<file path="src/rtl/spike_decoder.sv">
// Spike-count decoder: counts output-layer spikes on two neurons over a programmable
// window and reports the winning class through a valid/ready handshake.
module spike_decoder #(
    parameter int WIN_W = 8,
    parameter int CNT_W = 6
) (
    input  logic             clk,
    input  logic             rst,
    input  logic             start,
    input  logic [WIN_W-1:0] window_len,
    input  logic             neuron_7,
    input  logic             neuron_8,
    input  logic             result_ready,
    output logic             busy,
    output logic             result_valid,
    output logic [1:0]       class_out,
    output logic [CNT_W-1:0] count7,
    output logic [CNT_W-1:0] count8
);

    typedef enum logic [1:0] {
        IDLE  = 2'd0,
        COUNT = 2'd1,
        HOLD  = 2'd2
    } state_e;

    localparam logic [CNT_W-1:0] CNT_MAX  = {CNT_W{1'b1}};
    localparam logic [CNT_W-1:0] CNT_ZERO = {CNT_W{1'b0}};
    localparam logic [CNT_W-1:0] CNT_ONE  = {{(CNT_W-1){1'b0}}, 1'b1};
    localparam logic [WIN_W-1:0] WIN_ZERO = {WIN_W{1'b0}};
    localparam logic [WIN_W-1:0] WIN_ONE  = {{(WIN_W-1){1'b0}}, 1'b1};

    state_e           state_q;
    logic [WIN_W-1:0] win_len_q;
    logic [WIN_W-1:0] cyc_q;
    logic [CNT_W-1:0] count7_q;
    logic [CNT_W-1:0] count8_q;
    logic [1:0]       class_q;
    logic             busy_q;
    logic             valid_q;

    logic [CNT_W-1:0] count7_d;
    logic [CNT_W-1:0] count8_d;
    logic             last_cycle_s;

    // Decision on the saturated counts: 00 none, 01 A wins, 10 B wins, 11 tie
    function automatic logic [1:0] classify(input logic [CNT_W-1:0] a,
                                            input logic [CNT_W-1:0] b);
        if ((a == CNT_ZERO) && (b == CNT_ZERO)) begin
            return 2'b00;
        end else if (a > b) begin
            return 2'b01;
        end else if (b > a) begin
            return 2'b10;
        end else begin
            return 2'b11;
        end
    endfunction

    // Saturating next-count values and end-of-window detection
    always_comb begin
        count7_d     = count7_q;
        count8_d     = count8_q;
        last_cycle_s = (cyc_q == (win_len_q - WIN_ONE));
        if (neuron_7 && (count7_q != CNT_MAX)) begin
            count7_d = count7_q + CNT_ONE;
        end else begin
            count7_d = count7_q;
        end
        if (neuron_8 && (count8_q != CNT_MAX)) begin
            count8_d = count8_q + CNT_ONE;
        end else begin
            count8_d = count8_q;
        end
    end

    // Control FSM with registered status and result outputs
    always_ff @(posedge clk or posedge rst) begin
        if (rst) begin
            state_q   <= IDLE;
            win_len_q <= WIN_ZERO;
            cyc_q     <= WIN_ZERO;
            count7_q  <= CNT_ZERO;
            count8_q  <= CNT_ZERO;
            class_q   <= 2'b00;
            busy_q    <= 1'b0;
            valid_q   <= 1'b0;
        end else begin
            case (state_q)
                IDLE: begin
                    if (start) begin
                        count7_q <= CNT_ZERO;
                        count8_q <= CNT_ZERO;
                        cyc_q    <= WIN_ZERO;
                        busy_q   <= 1'b1;
                        if (window_len != WIN_ZERO) begin
                            win_len_q <= window_len;
                            state_q   <= COUNT;
                        end else begin
                            class_q <= 2'b00;
                            valid_q <= 1'b1;
                            state_q <= HOLD;
                        end
                    end
                end
                COUNT: begin
                    count7_q <= count7_d;
                    count8_q <= count8_d;
                    cyc_q    <= cyc_q + WIN_ONE;
                    if (last_cycle_s) begin
                        class_q <= classify(count7_d, count8_d);
                        valid_q <= 1'b1;
                        state_q <= HOLD;
                    end
                end
                HOLD: begin
                    // start is deliberately not looked at here, even on the handshake edge
                    if (result_ready) begin
                        busy_q  <= 1'b0;
                        valid_q <= 1'b0;
                        state_q <= IDLE;
                    end
                end
                default: begin
                    busy_q  <= 1'b0;
                    valid_q <= 1'b0;
                    state_q <= IDLE;
                end
            endcase
        end
    end

    assign busy         = busy_q;
    assign result_valid = valid_q;
    assign class_out    = class_q;
    assign count7       = count7_q;
    assign count8       = count8_q;

endmodule

</file>
<file path="config.mk">
export PLATFORM = sky130hd
export DESIGN_NAME = spike_decoder
export DESIGN_NICKNAME = d
export VERILOG_FILES = /design/src/rtl/spike_decoder.sv
export SDC_FILE = /design/constraint.sdc
export NUM_CORES = 1
export LEC_CHECK = 0
export ABC_AREA = 1
export CAP_MARGIN = 10
export CORE_MARGIN = 3
export CORE_UTILIZATION = 35
export CTS_BUF_LIST = sky130_fd_sc_hd__clkbuf_4
export CTS_CLUSTER_SIZE = 12
export DETAILED_ROUTE_END_ITERATION = 10
export GPL_ROUTABILITY_DRIVEN = 0
export HOLD_SLACK_MARGIN = 0.08
export PLACE_DENSITY = 0.57
export SLEW_MARGIN = 40
export SYNTH_ARGS = -nofsm -noshare
export SYNTH_HDL_FRONTEND = slang
export SYNTH_SLANG_ARGS = --single-unit
</file>
<file path="constraint.sdc">
create_clock -name clk -period 2.2 [get_ports clk]
set_clock_uncertainty 0.1 [all_clocks]
set_input_delay 0.22 -clock clk [delete_from_list [all_inputs] [get_ports clk]]
set_output_delay 0.22 -clock clk [all_outputs]
set_load 0.01 [all_outputs]
</file>
**Word level (Yosys, flattened, before mapping)**

Cells that the tools add are included.

- Memories kept: 0
- Input bits: 14
- Bits in read-only memories: 0
- Bits in latches: 0
- Bits in registers: 34
- RAM bits: 0

- Multiplexer cells: 26
- Shifts and indexed selects: 0
- Div/mod/pow operators: 0
- Reductions and logical operators: 14
- Add/sub/neg operators: 4
- Order comparisons: 2
- Equal/unequal tests: 9
- Multipliers: 0
- Bitwise logic cells: 1

Operator list:

| kind | number |
|---|---|
| 6-bit one-hot mux with 2 select lines | 2 |
| 2-bit two-way mux | 9 |
| 6-bit two-way mux | 3 |
| 8-bit one-hot mux with 2 select lines | 1 |
| 6-bit by 1-bit adder with 6-bit output, second input constant | 2 |
| 6-bit greater-than comparator | 2 |
| 6-bit zero test | 2 |
| 6-bit inequality test, second input constant | 2 |
| 3-bit AND reduction | 3 |
| 8-bit by 1-bit adder with 8-bit output, second input constant | 1 |
| 8-bit == test | 1 |
| 8-bit two-way mux | 1 |
| 2-bit inequality test, second input constant | 4 |
| 4-bit AND reduction | 2 |
| 8-bit nonzero test | 1 |
| 8-bit by 1-bit subtractor with 8-bit output, second input constant | 1 |
| 1-bit two-way mux | 6 |
| 1-bit one-hot mux with 3 select lines | 2 |
| 2-bit one-hot mux with 3 select lines | 1 |
| 2-bit one-hot mux with 2 select lines | 1 |
| 1-bit logical AND | 3 |
| 2-bit by 1-bit == test with 1-bit output, second input constant | 1 |
| 2-bit == test, second input constant | 1 |
| 2-bit zero test | 1 |
| other kinds (3) | 3 |

**Longest topological paths before layout**

- Word-level depth: 9
- Gate-level depth with buffers: 17

**Worst setup path after synthesis**

OpenSTA, ideal clock, no wires.

- Kind: reg2reg
- Start point: register count8_q[0] (netlist: count8[0])
- End point: register class_q[0] (netlist: class_out[0])
- Setup time: 0.116 ns
- Arrival time: 1.936 ns
- Path buffers: 0
- Slack: 0.047 ns
- Cell stages (with the launch flop): 16
- Cell sequence: dfrtp_1 -> ha_1 -> nand3_2 -> nor2_1 -> nor2_2 -> nand2_1 -> nand2_1 -> nand2_1 -> ha_1 -> nand3_2 -> nor2_2 -> nand2_1 -> nand2_1 -> nand2_1 -> nand2_1 -> nand2_1

- Longest elaborated chain between the ends: 9

RTL lines:

| element | line | RTL |
|---|---|---|
| start, declared | 37 | `logic [CNT_W-1:0] count8_q;` |
| start signal, assigned | 108 | `count8_q <= count8_d;` |
| branches (longest 2 deep; another with 6-bit by 1-bit adder with 6-bit output) | - |  |
| 6-bit two-way mux * | 70 | `if (neuron_8 && (count8_q != CNT_MAX)) begin` |
| 6-bit greater-than comparator | 53 | `end else if (b > a) begin` |
| 1-bit two-way mux | 53 |  |
| 2-bit two-way mux | 51 | `end else if (a > b) begin` |
| 2-bit two-way mux * | 49 | `if ((a == CNT_ZERO) && (b == CNT_ZERO)) begin` |
| 2-bit two-way mux * | 110 | `if (last_cycle_s) begin` |
| 2-bit one-hot mux with 2 select lines * | 89 | `case (state_q)` |
| end signal, assigned | 111 | `class_q <= classify(count7_d, count8_d);` |
| end, declared | 38 | `logic [1:0] class_q;` |

Mark *: on every way between the ends. The select of a mux whose other input is x is not followed.
A chain may end at the register's enable or synchronous reset.

**Worst setup path after layout**

- Start point: register count8_q[1] (netlist: count8[1])
- End point: register class_q[0] (netlist: class_out[0])

The elaborated chain is that of the path after synthesis.

==> impl_metrics.py <==
metrics = {
    "floorplanning": {
        "dieArea_um2": 7590,
        "start_util_pct": 37.6,
        "fp-row-count": 28,
        "ios": 30,
        "die_x_um": 87.1,
        "core_area_um2": 6130,
        "die_h_um": 87.1,
    },
    "setup_path": {
        "ff2ff_setup_slack_ps": 130,
        "path_cells": "ha_4 > nand3_4 > nor2_4 > nor2_4 > nand2_2 > nand2_2 > inv_1 > ha_4 > nand3_2 > nor2_2 > nand2_1 > nand2_2 > nand2_1 > nand2_1 > nand2_1",
        "required_ps": 2340,
        "crit_buf_inv": 1,
        "crit_path_top_delay_cell": "dfrtp_1",
        "crit_top_cell": "nand2_1",
        "endpoint_kind": "register",
        "crit_arrival_ps": 2210,
        "path_delay_family": "simple AND/OR/NAND/NOR gates",
        "worstSetupPathType": "reg2reg",
        "cp-start-kind": "register",
        "worst-path-max-fanout": 4,
        "worst_path_largest_cell_delay_ps": 430,
    },
    "pwr": {
        "finalPower_mw": 3.87,
        "p_seq_share_pct": 29.3,
        "comb_power_share_pct": 61.6,
        "power_leakage_nw": 1.53,
        "clkPwrFrac_pct": 9.2,
        "intPower_mw": 2.09,
        "ir_drop_mv": 0.597,
        "power_switching_mw": 1.77,
        "power_density_nw_per_um2": 1260,
        "switching_share_pct": 45.9,
    },
    "synth": {
        "synth_area_leaders": "dfrtp_1 37%, nand2_1 15%, inv_1 7.7%",
        "synth_edf_count": 0,
        "synth_seq_cells": 34,
        "synth_top_cell_area_share_pct": 37.0,
        "synth.distinct_cells": 31,
        "synth_area_um2": 2300,
        "syn_inst": 320,
        "syn_nets": 342,
        "ys_async_sr_fraction_pct": 100,
        "dominantRegCellSynth": "dfrtp_1",
        "seq_area_frac_synth_pct": 37.0,
        "yosysWarningCount": 0,
        "syn-mean-instance-area_um2": 7.19,
        "synth.largest_area_cell": "dfrtp_1",
    },
    "layout": {
        "final_util_pct": 50.0,
        "final_common_cell": "nand2_1",
        "fin_nets": 400,
        "antenna_cells": 0,
        "drive_gt1_share_pct": 21.9,
        "stdcell_area_um2": 3060,
        "final_cell_mix": "85 x nand2_1, 45 x inv_1, 34 x dfrtp_1",
        "syn_to_final_growth_pct": 33.0,
    },
    "routing": {
        "wl_per_cell_um": 12.0,
        "viasPerCell": 4.74,
        "wirelength_um": 5450,
        "drc": 0,
        "firstDrtPassIters": 4,
        "dr_total_vias": 2152,
        "ant_nets": 0,
        "first_iter_violations": 96,
    },
    "global_routing": {
        "grt_pass1_vias": 1973,
        "grt_pass1_wl_um": 8970,
        "antenna_found_initial": 0,
        "gr-total-overflow": 0,
        "grt_max_degree": 35,
        "grt_usage_pct": 14.9,
    },
    "clocking": {
        "cts_tree": "built",
        "clock-sinks": 34,
        "cts.htree.levels": 2,
        "clk_path_buf_depth": 2,
        "insertion_delay_ps": 340,
        "numCtsBuffers": 5,
        "clk_pin_slew_ps": 120,
        "root_buffer": "clkbuf_4",
    },
    "status": {
        "status": "completed",
    },
    "flow_run": {
        "cap_viol_max_count": 0,
    },
    "timing": {
        "fin_crit_sh_pct": 93.9,
        "rsz0062_at_grt": "true",
        "period_needed_ps": 2070,
        "finalSetupTns_ps": 0,
        "setup_viol": 0,
        "tightest_slew_ps": 452,
        "relSlewSlack_pct": 69.9,
        "max_freq_mhz": 484,
        "slew_violations": 0,
        "finalHoldViolations": 0,
    },
    "place": {
        "portBuffers": 29,
        "placed_area_um2": 2810,
        "hpwlAfterDp_um": 3960,
    },
    "min_path": {
        "hp-class": "in2async",
    },
}
==> tightest hold or removal path: cells and delay by family <==
kind / cells / cell delay (ps)
buffers and inverters: 3 / 830
==> path summary, 6_finish.rpt <==
| kind | cells past startpoint | start | endpoint |
|---|---|---|---|
| setup reg to reg | 15 | count8[1] | class_out[0] |
| hold / removal | 3 | rst | count8[1] |
| hold reg to reg | 2 | result_valid | result_valid |
| max in group asynchronous | 3 | rst | cyc_q[6] |
| min in group clk | 3 | window_len[5] | win_len_q[5] |
| setup / recovery | 15 | count8[1] | class_out[0] |
==> metal layers <==
metal / global-route usage (%) / share of wire, %
met3: 3.50 / 4.1
met4: 4.18 / 0.53
met1: 21.5 / 50
met5: 0 / 0
met2: 22.4 / 45
==> cells by family (layout without fill, tap and decap cells) <==
group                    after synthesis  after routing  share of synthesized area [%]
buffers and inverters                 54            113                           8.80
adder cells (fa/ha/maj)                8              8                           4.35
XOR/XNOR                              11             11                           5.11
flip-flops                            34             34                           37.0
AND/OR/NAND/NOR                      173            173                           34.8
AO/OA/AOI/OAI                         40             40                           10.0
==> per-stage QoR <==
step / instances / hold WS (ps) / setup WS (ps)
3_3_place_gp: 439 / 363 / 33.7
4_1_cts: 447 / 175 / 12.4
5_1_grt: 454 / 189 / -46.2
6_report: 454 / 167 / 135
3_5_place_dp: 439 / 366 / -4.61
2_1_floorplan: 320 / 262 / 47.2
==> synth_stat cells (2+ instances only) <==
cell type and n:
nor2_1 28, o22ai_1 10, inv_2 4, dfrtp_1 34, nor2_2 4, a21oi_1 7, nand2_4 3, nand2_1 93
or2_2 3, ha_1 8, clkbuf_1 3, o21ai_0 17, nor2_4 3, nor3_1 3, o21bai_1 2, nand2_2 7
xor2_1 6, nand3_2 3, xnor2_1 3, nand3_1 18, nand4_1 5, inv_1 47
==> power groups by stage <==
stage          combinational [mW]  clock (mW)  sequential (mW)
3_3_place_gp                 2.15           0             1.13
2_1_floorplan                1.39           0             1.17
6_report                     2.38       0.354             1.13
4_1_cts                      2.19       0.377             1.12
5_1_grt                      2.70       0.405             1.18
3_5_place_dp                 2.18           0             1.14
==> final cells by class <==
class,count,area [um2]
Fill cell,599,3070
Multi-Input combinational cell,232,1390
Sequential cell,34,851
Timing Repair Buffer,54,485
Inverter,51,191
Tap cell,75,93.8
Clock buffer,6,45.0
Clock inverter,2,8.76
==> state kept, by name (all words and copies together) (netlist names) <==
signal / flops
busy: 1
class_out: 2
count7: 6
count8: 6
cyc_q: 8
result_valid: 1
state_q: 2
win_len_q: 8
==> repair_timing <==
item / CTS / global route
gates resized for setup: 1 / 31
endpoints found under the setup margin: 1 / 2
buffers inserted: 0 / 7
hold buffers: 0 / 0
pin swaps: 1 / 16
gates cloned: 0 / 0
Note: power is estimated with default switching activity, not from simulation.
